**src/rtl/mac_pkg.sv**
```systemverilog
// -----------------------------------------------------------------------------
// mac_pkg
// Shared widths, MAC phase numbering, feeder state encoding and the legal
// result range for the 3x3 kernel MAC feeder.
// No ports (package).
// -----------------------------------------------------------------------------
package mac_pkg;

   localparam int LANE_W     = 8;               // one pixel / weight lane
   localparam int LANES      = 3;               // lanes per row
   localparam int ROW_W      = LANES * LANE_W;  // 24-bit row word
   localparam int ROWS       = 3;               // rows per kernel window
   localparam int MAC_PHASES = 4;               // MAC frame length in cycles
   localparam int RES_W      = 20;              // signed MAC result width

   localparam int PH_W  = $clog2(MAC_PHASES);
   localparam int IDX_W = $clog2(ROWS);

   typedef logic [PH_W-1:0] phase_t;

   // Phase 0 clears the MAC accumulator, phases 1..3 accumulate rows 0..2.
   localparam phase_t PH_CLR = phase_t'(0);
   localparam phase_t PH_R0  = phase_t'(1);
   localparam phase_t PH_R1  = phase_t'(2);
   localparam phase_t PH_R2  = phase_t'(3);

   typedef enum logic [1:0] {
      ST_FILL  = 2'd0,   // accepting rows
      ST_ARMED = 2'd1,   // buffer full, waiting for a usable phase 0
      ST_ISSUE = 2'd2    // presenting rows during phases 1..3
   } feeder_state_e;

   // Extremes of a 3x3 window: 9 * 255 * -128 and 9 * 255 * 127.
   localparam int RES_MIN = -293760;
   localparam int RES_MAX = 291465;

   // Row index presented to the MAC in a given accumulate phase.
   function automatic logic [IDX_W-1:0] phase_to_row(input phase_t ph);
      phase_t diff;
      diff = ph - PH_R0;
      return IDX_W'(diff);
   endfunction

endpackage

```
**src/rtl/mac_feeder_if.sv**
```systemverilog
// -----------------------------------------------------------------------------
// mac_feeder_if
// Bundles the three buses around the feeder:
//   row_*  : upstream valid/ready row input (pixels unsigned, weights signed)
//   mac_*  : words driven to the MAC and its registered result
//   res_*  : downstream valid/ready result output
// slave  : the feeder's view (consumes rows, drives MAC words and results)
// master : the surrounding logic's view (line buffer, MAC, result sink)
// -----------------------------------------------------------------------------
interface mac_feeder_if;
   import mac_pkg::*;

   logic             row_valid;
   logic             row_ready;
   logic [ROW_W-1:0] row_pix;
   logic [ROW_W-1:0] row_wgt;

   logic [ROW_W-1:0] mac_data;
   logic [ROW_W-1:0] mac_weight;
   logic [RES_W-1:0] mac_result;

   logic             res_valid;
   logic             res_ready;
   logic [RES_W-1:0] res_data;

   modport slave (
      input  row_valid, row_pix, row_wgt, mac_result, res_ready,
      output row_ready, mac_data, mac_weight, res_valid, res_data
   );

   modport master (
      output row_valid, row_pix, row_wgt, mac_result, res_ready,
      input  row_ready, mac_data, mac_weight, res_valid, res_data
   );

endinterface

```
**src/rtl/mac_row_buffer.sv**
```systemverilog
// -----------------------------------------------------------------------------
// mac_row_buffer
// Three-entry {pixel, weight} row store, written strictly in order 0,1,2.
// Ports:
//   clk, rst       clock, synchronous active-low reset
//   wr_en_i        write request (ignored while full)
//   wr_pix_i/_wgt_i  row words to store
//   clr_i          empty the buffer (pointer and full flag)
//   rd_idx_i       entry selected onto rd_pix_o / rd_wgt_o (combinational)
//   last_slot_o    next accepted write fills the buffer
//   full_o         all entries hold a row
// -----------------------------------------------------------------------------
module mac_row_buffer
   import mac_pkg::*;
(
   input  logic             clk,
   input  logic             rst,
   input  logic             wr_en_i,
   input  logic [ROW_W-1:0] wr_pix_i,
   input  logic [ROW_W-1:0] wr_wgt_i,
   input  logic             clr_i,
   input  logic [IDX_W-1:0] rd_idx_i,
   output logic [ROW_W-1:0] rd_pix_o,
   output logic [ROW_W-1:0] rd_wgt_o,
   output logic             last_slot_o,
   output logic             full_o
);

   logic [IDX_W-1:0] wr_ptr_q, wr_ptr_d;
   logic             full_q, full_d;
   logic             wr_fire;
   logic [ROW_W-1:0] pix_arr [ROWS];
   logic [ROW_W-1:0] wgt_arr [ROWS];

   assign wr_fire     = wr_en_i && !full_q;
   assign last_slot_o = (wr_ptr_q == IDX_W'(ROWS-1));
   assign full_o      = full_q;

   always_comb begin
      wr_ptr_d = wr_ptr_q;
      full_d   = full_q;
      if (clr_i) begin
         wr_ptr_d = '0;
         full_d   = 1'b0;
      end else if (wr_fire) begin
         if (last_slot_o) begin
            wr_ptr_d = '0;
            full_d   = 1'b1;
         end else begin
            wr_ptr_d = wr_ptr_q + 1'b1;
         end
      end
   end

   always_ff @(posedge clk) begin
      if (!rst) begin
         wr_ptr_q <= '0;
         full_q   <= 1'b0;
      end else begin
         wr_ptr_q <= wr_ptr_d;
         full_q   <= full_d;
      end
   end

   // Entry storage needs no reset: nothing reads it until it has been written.
   for (genvar gi = 0; gi < ROWS; gi++) begin : g_entry
      logic [ROW_W-1:0] pix_q;
      logic [ROW_W-1:0] wgt_q;

      always_ff @(posedge clk) begin
         if (wr_fire && (wr_ptr_q == IDX_W'(gi))) begin
            pix_q <= wr_pix_i;
            wgt_q <= wr_wgt_i;
         end
      end

      assign pix_arr[gi] = pix_q;
      assign wgt_arr[gi] = wgt_q;
   end

   always_comb begin
      rd_pix_o = '0;
      rd_wgt_o = '0;
      for (int i = 0; i < ROWS; i++) begin
         if (rd_idx_i == IDX_W'(i)) begin
            rd_pix_o = pix_arr[i];
            rd_wgt_o = wgt_arr[i];
         end
      end
   end

endmodule

```
**src/rtl/mac_feeder.sv**
```systemverilog
// -----------------------------------------------------------------------------
// mac_feeder
// Collects three rows of a 3x3 window, replays them to the MAC in lock-step
// with its free-running 4-phase frame, captures the MAC sum and offers it
// downstream.
// Ports:
//   clk   clock, rising edge
//   rst   synchronous active-low reset; the MAC must use ~rst so both phase
//         counters leave reset on the same edge
//   bus   mac_feeder_if.slave: row input, MAC words/result, result output
// -----------------------------------------------------------------------------
module mac_feeder
   import mac_pkg::*;
(
   input  logic         clk,
   input  logic         rst,
   mac_feeder_if.slave  bus
);

   phase_t           ph_q, ph_d;
   feeder_state_e    state_q;
   logic             frame_active_q;
   logic             capture_q;
   logic             res_valid_q;
   logic [RES_W-1:0] res_data_q;

   logic             buf_full, buf_last_slot;
   logic [ROW_W-1:0] buf_pix, buf_wgt;
   logic [IDX_W-1:0] rd_idx;
   logic             row_fire, frame_start, issue_last, res_pop, out_free;

   assign ph_d     = ph_q + 1'b1;   // free-running, wraps 3 -> 0
   assign row_fire = bus.row_valid && !buf_full;
   assign res_pop  = res_valid_q && bus.res_ready;
   // A frame may start if its result will have somewhere to land: the output
   // register is empty or is being popped this very cycle.
   assign out_free    = !res_valid_q || bus.res_ready;
   assign frame_start = (state_q == ST_ARMED) && (ph_q == PH_CLR) && out_free;
   assign issue_last  = frame_active_q && (ph_q == PH_R2);
   assign rd_idx      = phase_to_row(ph_q);

   mac_row_buffer u_row_buffer (
      .clk         (clk),
      .rst         (rst),
      .wr_en_i     (bus.row_valid),
      .wr_pix_i    (bus.row_pix),
      .wr_wgt_i    (bus.row_wgt),
      .clr_i       (issue_last),
      .rd_idx_i    (rd_idx),
      .rd_pix_o    (buf_pix),
      .rd_wgt_o    (buf_wgt),
      .last_slot_o (buf_last_slot),
      .full_o      (buf_full)
   );

   always_ff @(posedge clk) begin
      if (!rst) begin
         ph_q           <= PH_CLR;
         state_q        <= ST_FILL;
         frame_active_q <= 1'b0;
         capture_q      <= 1'b0;
         res_valid_q    <= 1'b0;
         res_data_q     <= '0;
      end else begin
         ph_q      <= ph_d;
         capture_q <= 1'b0;

         case (state_q)
            ST_FILL: begin
               // Arm on the edge that stores the third row so a full buffer
               // can already start on the very next phase 0.
               if (row_fire && buf_last_slot) begin
                  state_q <= ST_ARMED;
               end
            end
            ST_ARMED: begin
               if (frame_start) begin
                  state_q        <= ST_ISSUE;
                  frame_active_q <= 1'b1;
               end
            end
            ST_ISSUE: begin
               if (ph_q == PH_R2) begin
                  state_q        <= ST_FILL;
                  frame_active_q <= 1'b0;
                  capture_q      <= 1'b1;   // MAC sum is valid in next phase 0
               end
            end
            default: begin
               state_q        <= ST_FILL;
               frame_active_q <= 1'b0;
            end
         endcase

         // capture_q is only ever set when the output register is empty
         // (a frame cannot start otherwise), so it never races a pop.
         if (capture_q) begin
            res_data_q  <= bus.mac_result;
            res_valid_q <= 1'b1;
         end else if (res_pop) begin
            res_valid_q <= 1'b0;
         end
      end
   end

   // MAC words follow the phase combinationally and are zero outside a frame.
   always_comb begin
      bus.mac_data   = '0;
      bus.mac_weight = '0;
      if (frame_active_q && (ph_q != PH_CLR)) begin
         bus.mac_data   = buf_pix;
         bus.mac_weight = buf_wgt;
      end
   end

   assign bus.row_ready = !buf_full;
   assign bus.res_valid = res_valid_q;
   assign bus.res_data  = res_data_q;

endmodule

```
**src/flat_wrapper.sv**
```systemverilog
// flat-port wrapper written by rule: the top's interface ports become plain ports
module mac_feeder_flat import mac_pkg::*;
  (clk, rst, bus_row_valid, bus_row_pix, bus_row_wgt, bus_mac_result, bus_res_ready, bus_row_ready, bus_mac_data, bus_mac_weight, bus_res_valid, bus_res_data);
  mac_feeder_if bus_i ();
  input  logic clk;
  input  logic rst;
  input wire logic [$bits(bus_i.row_valid)-1:0] bus_row_valid;
  input wire logic [$bits(bus_i.row_pix)-1:0] bus_row_pix;
  input wire logic [$bits(bus_i.row_wgt)-1:0] bus_row_wgt;
  input wire logic [$bits(bus_i.mac_result)-1:0] bus_mac_result;
  input wire logic [$bits(bus_i.res_ready)-1:0] bus_res_ready;
  output wire logic [$bits(bus_i.row_ready)-1:0] bus_row_ready;
  output wire logic [$bits(bus_i.mac_data)-1:0] bus_mac_data;
  output wire logic [$bits(bus_i.mac_weight)-1:0] bus_mac_weight;
  output wire logic [$bits(bus_i.res_valid)-1:0] bus_res_valid;
  output wire logic [$bits(bus_i.res_data)-1:0] bus_res_data;
  assign bus_i.row_valid = bus_row_valid;
  assign bus_i.row_pix = bus_row_pix;
  assign bus_i.row_wgt = bus_row_wgt;
  assign bus_i.mac_result = bus_mac_result;
  assign bus_i.res_ready = bus_res_ready;
  assign bus_row_ready = bus_i.row_ready;
  assign bus_mac_data = bus_i.mac_data;
  assign bus_mac_weight = bus_i.mac_weight;
  assign bus_res_valid = bus_i.res_valid;
  assign bus_res_data = bus_i.res_data;
  mac_feeder u_core (.clk(clk), .rst(rst), .bus(bus_i));
endmodule
```
**config.mk**
```make
export PLATFORM = sky130hd
export DESIGN_NAME = mac_feeder_flat
export DESIGN_NICKNAME = d
export VERILOG_FILES = /design/src/rtl/mac_pkg.sv /design/src/rtl/mac_feeder_if.sv /design/src/rtl/mac_row_buffer.sv /design/src/rtl/mac_feeder.sv /design/src/flat_wrapper.sv
export SDC_FILE = /design/constraint.sdc
export NUM_CORES = 1
export LEC_CHECK = 0
export CORE_MARGIN = 2
export CORE_UTILIZATION = 45
export DETAILED_ROUTE_END_ITERATION = 7
export GPL_TIMING_DRIVEN = 0
export HOLD_SLACK_MARGIN = 0.02
export PLACE_DENSITY = 0.86
export SLEW_MARGIN = 20
export SYNTH_ARGS = -nofsm -noshare
export SYNTH_HDL_FRONTEND = slang
export SYNTH_HIERARCHICAL = 1
export SYNTH_SLANG_ARGS = --single-unit
```
**constraint.sdc**
```tcl
create_clock -name clk -period 2.9 [get_ports clk]
set_input_delay 0.29 -clock clk [delete_from_list [all_inputs] [get_ports clk]]
set_output_delay 0.29 -clock clk [all_outputs]
set_load 0.05 [all_outputs]
```
==> metrics.txt, run 1 <==
# TYPE chip_impl_metric gauge
chip_impl_metric{name="drt_pass1_iterations",unit=""} 4
chip_impl_metric{name="peakVddDrop",unit="mV"} 0.3759
chip_impl_metric{name="postRouteWirelength",unit="mm"} 14.61
chip_impl_metric{name="holdPathStages",unit=""} 1
chip_impl_metric{name="timing_hold_violations_final",unit=""} 0
chip_impl_metric{name="cp_max_fo",unit=""} 10
chip_impl_metric{name="report.final.slew_viol_count",unit=""} 0
chip_impl_metric{name="cts.sinks",unit=""} 174
chip_impl_info{name="crit_slowest_cell",value="sky130_fd_sc_hd__dfxtp_1"} 1
chip_impl_metric{name="synth_top_area_share",unit="%"} 62.37
chip_impl_metric{name="numCtsBuffers",unit=""} 17
chip_impl_metric{name="floorplan.initialDensity",unit="%"} 45.77
chip_impl_metric{name="worst_skew_late_latency",unit="ps"} 420
chip_impl_metric{name="postPlaceCellArea",unit="µm²"} 8666
chip_impl_info{name="critPathCaptureType",value="primary output"} 1
chip_impl_metric{name="core_area",unit="µm²"} 15150
chip_impl_metric{name="num_antenna_cells",unit=""} 0
chip_impl_metric{name="period_needed",unit="ps"} 2768
chip_impl_metric{name="post_cts_resized",unit=""} 203
chip_impl_metric{name="clkSlewWorstSetupHoldPaths",unit="ps"} 70
chip_impl_metric{name="grt_max_degree",unit=""} 50
chip_impl_metric{name="fp.dieH",unit="µm"} 128.1
chip_impl_metric{name="synth-seq-cells",unit=""} 174
chip_impl_info{name="final_common_cell",value="sky130_fd_sc_hd__edfxtp_1"} 1
chip_impl_metric{name="number_of_antenna_violations_at_the_first_check_in_global_routing",unit=""} 0
chip_impl_metric{name="synthesis.instances",unit=""} 470
chip_impl_metric{name="vias",unit=""} 4259
chip_impl_metric{name="critPathRequiredTime",unit="ps"} 2610
chip_impl_metric{name="post-route-worst-setup-slack",unit="ps"} 132.1
chip_impl_metric{name="dp_hpwl",unit="mm"} 9.868
chip_impl_info{name="ctsRootBufferMaster",value="sky130_fd_sc_hd__clkbuf_16"} 1
chip_impl_info{name="status",value="complete, no violations"} 1
chip_impl_metric{name="crit_buf_inv",unit=""} 6
chip_impl_metric{name="area_delta_synth_final",unit="%"} 31.51
chip_impl_metric{name="nets",unit=""} 707
chip_impl_metric{name="finalNonFillerCells",unit=""} 834
chip_impl_metric{name="layout-drive-gt1-share",unit="%"} 21.05
chip_impl_metric{name="postSynthNetCount",unit=""} 544
chip_impl_info{name="clock_tree_from_tritoncts",value="done"} 1
chip_impl_metric{name="cts_buffer_depth",unit=""} 2
chip_impl_metric{name="number_of_different_library_cells_in_the_post_synthesis_netlist",unit=""} 31
chip_impl_metric{name="grt_usage",unit="%"} 18.13
chip_impl_info{name="path_cells",value="inv_2, ha_1, inv_1, buf_2, and2b_1, buf_6, buf_6, nand2_1, o21ai_0, and2_2, buf_2"} 1
chip_impl_metric{name="io_pins",unit=""} 142
chip_impl_metric{name="synth_seq_area_share",unit="%"} 71.03
chip_impl_metric{name="layout_worst_path_cycle_share",unit="%"} 95.45
chip_impl_info{name="setup.worst_path.class",value="flip-flop to primary output"} 1
chip_impl_metric{name="row_count",unit=""} 45
chip_impl_metric{name="clock_tree.htree_level_count",unit=""} 4
chip_impl_info{name="synth_top_area_cell",value="sky130_fd_sc_hd__edfxtp_1"} 1
chip_impl_metric{name="ys_warn_count",unit=""} 6
chip_impl_info{name="worst_setup_path_start_kind",value="flip-flop"} 1
chip_impl_metric{name="tightest_pin_transition",unit="ps"} 890.9
chip_impl_metric{name="clock-skew-final",unit="ps"} 10.79
chip_impl_metric{name="netlist_area",unit="µm²"} 6933
chip_impl_metric{name="path_depth",unit=""} 11
chip_impl_metric{name="reg2regPathDepth",unit=""} 4
chip_impl_metric{name="pre_cts_slack",unit="ps"} -73.00
chip_impl_metric{name="setup_total_negative_slack",unit="ps"} 0
chip_impl_metric{name="max_cap_violations",unit=""} 0
chip_impl_metric{name="cts_hold_buffers",unit=""} 0
chip_impl_metric{name="first_iter_violations",unit=""} 237
chip_impl_info{name="layout_common_cells",value="sky130_fd_sc_hd__edfxtp_1, sky130_fd_sc_hd__clkdlybuf4s50_1, sky130_fd_sc_hd__mux2i_1, sky130_fd_sc_hd__nand2_1, sky130_fd_sc_hd__o21ai_0"} 1
chip_impl_metric{name="cts_setup_buffers",unit=""} 0
chip_impl_metric{name="drc",unit=""} 0
chip_impl_metric{name="placement.io_buffers",unit=""} 141
chip_impl_metric{name="route.antenna.remaining_nets",unit=""} 0
chip_impl_metric{name="worst_ep_arrival_time",unit="ps"} 2480
chip_impl_info{name="critical_path.top_delay_family",value="buffers and inverters"} 1
chip_impl_metric{name="finalSetupViolations",unit=""} 0
chip_impl_metric{name="fin_area",unit="µm²"} 9117
chip_impl_metric{name="slew_headroom",unit="%"} 40.61
chip_impl_metric{name="placed_cells",unit=""} 802
chip_impl_metric{name="critPathMaxStageDelay",unit="ps"} 370
chip_impl_metric{name="pwr_density_cell",unit="nW/µm²"} 626.4
chip_impl_metric{name="fp.dieArea",unit="µm²"} 16410
chip_impl_info{name="holdCritPathClass",value="input port to flip-flop"} 1
chip_impl_metric{name="post_drt_wl_per_cell",unit="µm"} 17.52
chip_impl_metric{name="finish.utilization",unit="%"} 60.20
chip_impl_info{name="rsz0062_at_grt",value="no"} 1
chip_impl_metric{name="first_pass_grt_wire_length",unit="mm"} 22.30
chip_impl_metric{name="avgSynthCellArea",unit="µm²"} 14.75
chip_impl_metric{name="vias_per_cell",unit=""} 5.107
chip_impl_metric{name="die-width",unit="µm"} 128.1
chip_impl_metric{name="gp_congestion",unit=""} 0.7511
chip_impl_metric{name="global_route.overflow_total",unit=""} 0
chip_impl_metric{name="leakage",unit="nW"} 3.396
chip_impl_metric{name="max_clock_freq",unit="MHz"} 361.3
chip_impl_metric{name="first_global_vias",unit=""} 4447
chip_impl_info{name="post_synth_main_area_contributors",value="sky130_fd_sc_hd__edfxtp_1, sky130_fd_sc_hd__mux2i_1, sky130_fd_sc_hd__dfxtp_1"} 1
per-layer routing:
metal | vias up | routed length, µm | GRT usage, %
li1 | 2012 | - | -
met1 | 2090 | 5935 | 20.68
met2 | 140 | 7799 | 33.06
met3 | 17 | 700 | 4.466
met4 | 0 | 176 | 6.464
met5 | - | 0 | 0
kinds of logic after synthesis:
kind of cell	share of synthesized area [%]
AO/OA/AOI/OAI	4.223
adder cells (fa/ha/maj)	0.3609
buffers and inverters	3.230
flip-flops	71.03
multiplexers	9.818
AND/OR/NAND/NOR	11.33
synth_stat cells:
cell and count:
sky130_fd_sc_hd__and4bb_2 1, sky130_fd_sc_hd__and2_1 22, sky130_fd_sc_hd__or2_1 1, sky130_fd_sc_hd__clkbuf_2 3, sky130_fd_sc_hd__buf_4 2, sky130_fd_sc_hd__nand2_1 51
sky130_fd_sc_hd__a31oi_1 1, sky130_fd_sc_hd__o32ai_1 1, sky130_fd_sc_hd__o21a_1 2, sky130_fd_sc_hd__o21ai_1 7, sky130_fd_sc_hd__nor2b_4 1, sky130_fd_sc_hd__ha_1 2
sky130_fd_sc_hd__inv_1 5, sky130_fd_sc_hd__nor3_1 2, sky130_fd_sc_hd__or3_1 1, sky130_fd_sc_hd__and2_2 28, sky130_fd_sc_hd__clkbuf_1 5, sky130_fd_sc_hd__o21ai_0 41
sky130_fd_sc_hd__dfxtp_1 30, sky130_fd_sc_hd__a21boi_0 1, sky130_fd_sc_hd__mux2i_1 68, sky130_fd_sc_hd__edfxtp_1 144, sky130_fd_sc_hd__a21oi_1 3, sky130_fd_sc_hd__and4b_1 1
sky130_fd_sc_hd__buf_6 9, sky130_fd_sc_hd__nand2b_1 3, sky130_fd_sc_hd__buf_2 5, sky130_fd_sc_hd__buf_8 2, sky130_fd_sc_hd__nor2b_1 24, sky130_fd_sc_hd__nor2_1 3
sky130_fd_sc_hd__and2b_1 1
metrics by stage:
step | power, mW | hold WS [ps]
after floorplan | 3.209 | 388.9
final | 5.711 | 465.4
after CTS | 5.751 | 450.5
after global placement | 3.406 | 435.2
after global routing | 5.917 | 459.9
after detailed placement | 3.443 | 455.7
sequential cells by signal (all words and copies together), names as in the netlist:
name and flops:
u_core/bus.res_data 20, u_core/bus.res_valid 1, u_core/capture_q 1, u_core/frame_active_q 1, u_core/ph_q 2, u_core/state_q 2
u_core/u_row_buffer/full_o 1, u_core/u_row_buffer/g_entry.pix_q 72, u_core/u_row_buffer/g_entry.wgt_q 72, u_core/u_row_buffer/wr_ptr_q 2
layout make-up:
class                      count  area [µm²]
sequential                   174        4925
clock buffer                  17       425.4
inverter                       5       18.77
tap                          188       235.2
buffer                        26       215.2
fill                        1132        6028
timing repair buffer         144        1323
clock inverter                15       180.2
multi-input combinational    265        1795
worst register-to-register path, stage by stage, from the launching register on:
cell                       delay (ps)
sky130_fd_sc_hd__dfxtp_1          330
sky130_fd_sc_hd__nand2b_1         230
sky130_fd_sc_hd__or3_1            380
sky130_fd_sc_hd__inv_2            430
sky130_fd_sc_hd__buf_12           290
power by group:
group	leakage, nW	switching [mW]	internal, mW	total (mW)
combinational	1.53	0.284	0.257	0.542
clock	0.289	0.958	1.37	2.33
sequential	1.57	0.0267	2.82	2.84
total	3.40	1.27	4.44	5.71
path summary, 6_finish.rpt:
| check | start | end | slack (ps) |
|---|---|---|---|
| min | bus_row_pix[0] | u_core/u_row_buffer/g_entry[2].pix_q[0]$_DFFE_PP_ | 470 |
| max | u_core/ph_q[0]$_SDFF_PN0_ | bus_mac_data[15] | 130 |
| max reg2reg | u_core/u_row_buffer/full_o$_SDFFE_PP0P_ | u_core/u_row_buffer/g_entry[0].pix_q[21]$_DFFE_PP_ | 910 |
| min reg2reg | u_core/ph_q[0]$_SDFF_PN0_ | u_core/ph_q[0]$_SDFF_PN0_ | 490 |
Note: power is estimated with default switching activity, not from simulation.
==> run 2: changes to the inputs <==
--- a/config.mk
+++ b/config.mk
@@ -5,7 +5,7 @@
 export SDC_FILE = /design/constraint.sdc
 export NUM_CORES = 1
 export LEC_CHECK = 0
-export CORE_MARGIN = 2
+export CORE_MARGIN = 4
 export CORE_UTILIZATION = 45
 export DETAILED_ROUTE_END_ITERATION = 7
 export GPL_TIMING_DRIVEN = 0
==> run 2 against run 1 <==
  * Final cell count down 0.12%
  * Critical path depth unchanged
  * Final area decreased by 0.32%
  * Total power down 1.1%
  * Sequential cell count unchanged
  * Core utilization shrank 0.19 points
  * Critical endpoint is now bus_mac_data[4]
  * Clock skew shrank 3.0 ps
  * Global-route usage down 0.75 points
  * Setup slack gained 52 ps
  * Routed wire length grew 2.8%
  * Sequential power about the same
  * Clock power shrank 3%
==> metrics.txt, run 2 (synthesized netlist as in run 1, its figures left out) <==
# TYPE chip_impl_metric gauge
chip_impl_metric{name="fp.dieArea",unit="µm²"} 17460
chip_impl_info{name="setup.worst_path.class",value="flip-flop to primary output"} 1
chip_impl_metric{name="num_antenna_cells",unit=""} 0
chip_impl_metric{name="finalNonFillerCells",unit=""} 833
chip_impl_metric{name="peakVddDrop",unit="mV"} 0.4297
chip_impl_info{name="hold_path.startpoint",value="u_core/ph_q[0]$_SDFF_PN0_"} 1
chip_impl_metric{name="global_route.overflow_total",unit=""} 0
chip_impl_metric{name="slew_headroom",unit="%"} 42.83
chip_impl_info{name="clock_tree_from_tritoncts",value="done"} 1
chip_impl_metric{name="timing_hold_violations_final",unit=""} 0
chip_impl_metric{name="rrSetupSlack",unit="ps"} 1020
chip_impl_metric{name="report.final.slew_viol_count",unit=""} 0
chip_impl_metric{name="cts.sinks",unit=""} 174
chip_impl_metric{name="first_global_vias",unit=""} 4488
chip_impl_info{name="rsz0062_at_grt",value="no"} 1
chip_impl_metric{name="worst_skew_late_latency",unit="ps"} 420
chip_impl_metric{name="drt_pass1_iterations",unit=""} 4
chip_impl_metric{name="cts_buffer_depth",unit=""} 2
chip_impl_metric{name="row_count",unit=""} 45
chip_impl_metric{name="area_occupied_by_multi_input_gates",unit="µm²"} 1795
chip_impl_info{name="status",value="complete, no violations"} 1
chip_impl_metric{name="fp.dieH",unit="µm"} 132.1
chip_impl_metric{name="route.antenna.remaining_nets",unit=""} 0
chip_impl_metric{name="max_cap_violations",unit=""} 0
chip_impl_metric{name="postRouteWirelength",unit="mm"} 15.02
chip_impl_info{name="worst_setup_path_start_kind",value="flip-flop"} 1
chip_impl_info{name="layout_common_cells",value="sky130_fd_sc_hd__edfxtp_1, sky130_fd_sc_hd__clkdlybuf4s50_1, sky130_fd_sc_hd__mux2i_1, sky130_fd_sc_hd__nand2_1, sky130_fd_sc_hd__o21ai_0"} 1
chip_impl_metric{name="layout_worst_path_cycle_share",unit="%"} 93.67
chip_impl_metric{name="cp_max_fo",unit=""} 10
chip_impl_info{name="worst_hold_path_endpoint",value="u_core/ph_q[0]$_SDFF_PN0_"} 1
chip_impl_metric{name="core_area",unit="µm²"} 15150
chip_impl_metric{name="reg2regPathDepth",unit=""} 3
chip_impl_metric{name="post-route-worst-setup-slack",unit="ps"} 183.7
chip_impl_info{name="holdCritPathClass",value="flip-flop to flip-flop"} 1
chip_impl_metric{name="critPathRequiredTime",unit="ps"} 2610
chip_impl_info{name="final_common_cell",value="sky130_fd_sc_hd__edfxtp_1"} 1
chip_impl_metric{name="drc",unit=""} 0
chip_impl_info{name="r2r_start",value="u_core/u_row_buffer/full_o$_SDFFE_PP0P_"} 1
chip_impl_metric{name="setup_total_negative_slack",unit="ps"} 0
chip_impl_metric{name="holdPathStages",unit=""} 1
chip_impl_metric{name="tightest_pin_transition",unit="ps"} 857.5
chip_impl_metric{name="worst_ep_arrival_time",unit="ps"} 2430
chip_impl_metric{name="clock-skew-final",unit="ps"} 7.783
chip_impl_info{name="critPathCaptureType",value="primary output"} 1
chip_impl_info{name="critical_path.reg2reg.endpoint",value="u_core/u_row_buffer/g_entry[0].pix_q[2]$_DFFE_PP_"} 1
chip_impl_info{name="ctsRootBufferMaster",value="sky130_fd_sc_hd__clkbuf_16"} 1
chip_impl_metric{name="placed_cells",unit=""} 801
chip_impl_metric{name="vias",unit=""} 4198
chip_impl_metric{name="gp_congestion",unit=""} 0.7711
chip_impl_metric{name="layout-drive-gt1-share",unit="%"} 20.93
chip_impl_metric{name="numCtsBuffers",unit=""} 17
chip_impl_metric{name="post_drt_wl_per_cell",unit="µm"} 18.03
chip_impl_metric{name="dp_hpwl",unit="mm"} 10.24
chip_impl_metric{name="finalSetupViolations",unit=""} 0
chip_impl_metric{name="clock_tree.htree_level_count",unit=""} 4
chip_impl_metric{name="power",unit="mW"} 5.648
chip_impl_metric{name="number_of_antenna_violations_at_the_first_check_in_global_routing",unit=""} 0
chip_impl_metric{name="pwr_density_cell",unit="nW/µm²"} 621.4
chip_impl_metric{name="grt_usage",unit="%"} 17.38
chip_impl_metric{name="io_pins",unit=""} 142
chip_impl_metric{name="cts_setup_buffers",unit=""} 0
chip_impl_metric{name="placement.io_buffers",unit=""} 141
chip_impl_metric{name="fin_area",unit="µm²"} 9089
chip_impl_metric{name="holdWs",unit="ps"} 447.4
chip_impl_metric{name="finish.utilization",unit="%"} 60.01
chip_impl_metric{name="die-width",unit="µm"} 132.1
chip_impl_metric{name="floorplan.initialDensity",unit="%"} 45.77
chip_impl_metric{name="sequential_cell_area",unit="µm²"} 4926
chip_impl_metric{name="max_clock_freq",unit="MHz"} 368.2
chip_impl_metric{name="first_iter_violations",unit=""} 170
chip_impl_metric{name="vias_per_cell",unit=""} 5.040
chip_impl_metric{name="area_delta_synth_final",unit="%"} 31.10
chip_impl_metric{name="period_needed",unit="ps"} 2716
chip_impl_metric{name="nets",unit=""} 706
chip_impl_metric{name="clkSlewWorstSetupHoldPaths",unit="ps"} 60
chip_impl_metric{name="leakage",unit="nW"} 3.382
chip_impl_metric{name="grt_max_degree",unit=""} 50
chip_impl_metric{name="pre_cts_slack",unit="ps"} -59.49
chip_impl_metric{name="first_pass_grt_wire_length",unit="mm"} 23.49
chip_impl_metric{name="final.fill_count",unit=""} 1173
chip_impl_metric{name="postPlaceCellArea",unit="µm²"} 8648
## run 2: cell types whose count changed in the layout (fill, tap and decap cells not counted), moves of 3 or more
cell and delta:
sky130_fd_sc_hd__buf_2 +7, sky130_fd_sc_hd__buf_6 -3, sky130_fd_sc_hd__buf_8 +3, sky130_fd_sc_hd__clkbuf_4 -6, sky130_fd_sc_hd__inv_6 -5
## run 2: how the worst max path moves through the flow
stage                     slack [ps]                                         start  cells past startpoint                                            endpoint
after floorplan                  660  u_core/u_row_buffer/wr_ptr_q[1]$_SDFFE_PP0P_                      2   u_core/u_row_buffer/g_entry[2].pix_q[0]$_DFFE_PP_
after global placement          -540                                 bus_row_valid                      3  u_core/u_row_buffer/g_entry[2].pix_q[15]$_DFFE_PP_
after detailed placement         -60                     u_core/ph_q[0]$_SDFF_PN0_                     11                                     bus_mac_data[5]
after CTS                          2                     u_core/ph_q[0]$_SDFF_PN0_                     10                                     bus_mac_data[0]
after global routing              20                     u_core/ph_q[0]$_SDFF_PN0_                      9                                  bus_mac_weight[13]
final                            180                     u_core/ph_q[0]$_SDFF_PN0_                     11                                     bus_mac_data[4]
## run 2: cell type report
type,count,share of cell area (%)
multi-input cells,265,19.75
clock inverters,15,1.858
plain buffers,26,2.437
repair buffers,143,14.25
clock buffers,17,4.681
well taps,188,2.588
flip-flops and latches,174,54.20
inverters,5,0.2340
## run 2: where the power goes
part	internal [mW]	switching, mW
Combinational	0.255	0.288
Sequential	2.82	0.0267
Clock	1.35	0.910
## run 2: timing repair
item,4_1_cts,5_1_grt
setup endpoints to repair,48,43
gates cloned,0,0
resized for setup,223,23
hold buffers,0,0
## run 2: worst max-delay path, stage by stage (launching register included)
cell	delay, ps
sky130_fd_sc_hd__dfxtp_2	350
sky130_fd_sc_hd__inv_2	70
sky130_fd_sc_hd__ha_1	290
sky130_fd_sc_hd__inv_1	40
sky130_fd_sc_hd__buf_2	140
sky130_fd_sc_hd__and2b_1	250
sky130_fd_sc_hd__buf_6	170
sky130_fd_sc_hd__buf_6	160
sky130_fd_sc_hd__nand2_1	60
sky130_fd_sc_hd__o21ai_1	50
sky130_fd_sc_hd__and2_1	150
sky130_fd_sc_hd__buf_2	270
## run 2: layer usage
metal  track usage [%]  vias up  part of all wire [%]
li1                  -     2005                     -
met1             19.82     2044                    40
met2             31.36      132                    53
met3             4.275       17                   4.8
met4             6.826        0                   1.7
met5                 0        -                     0
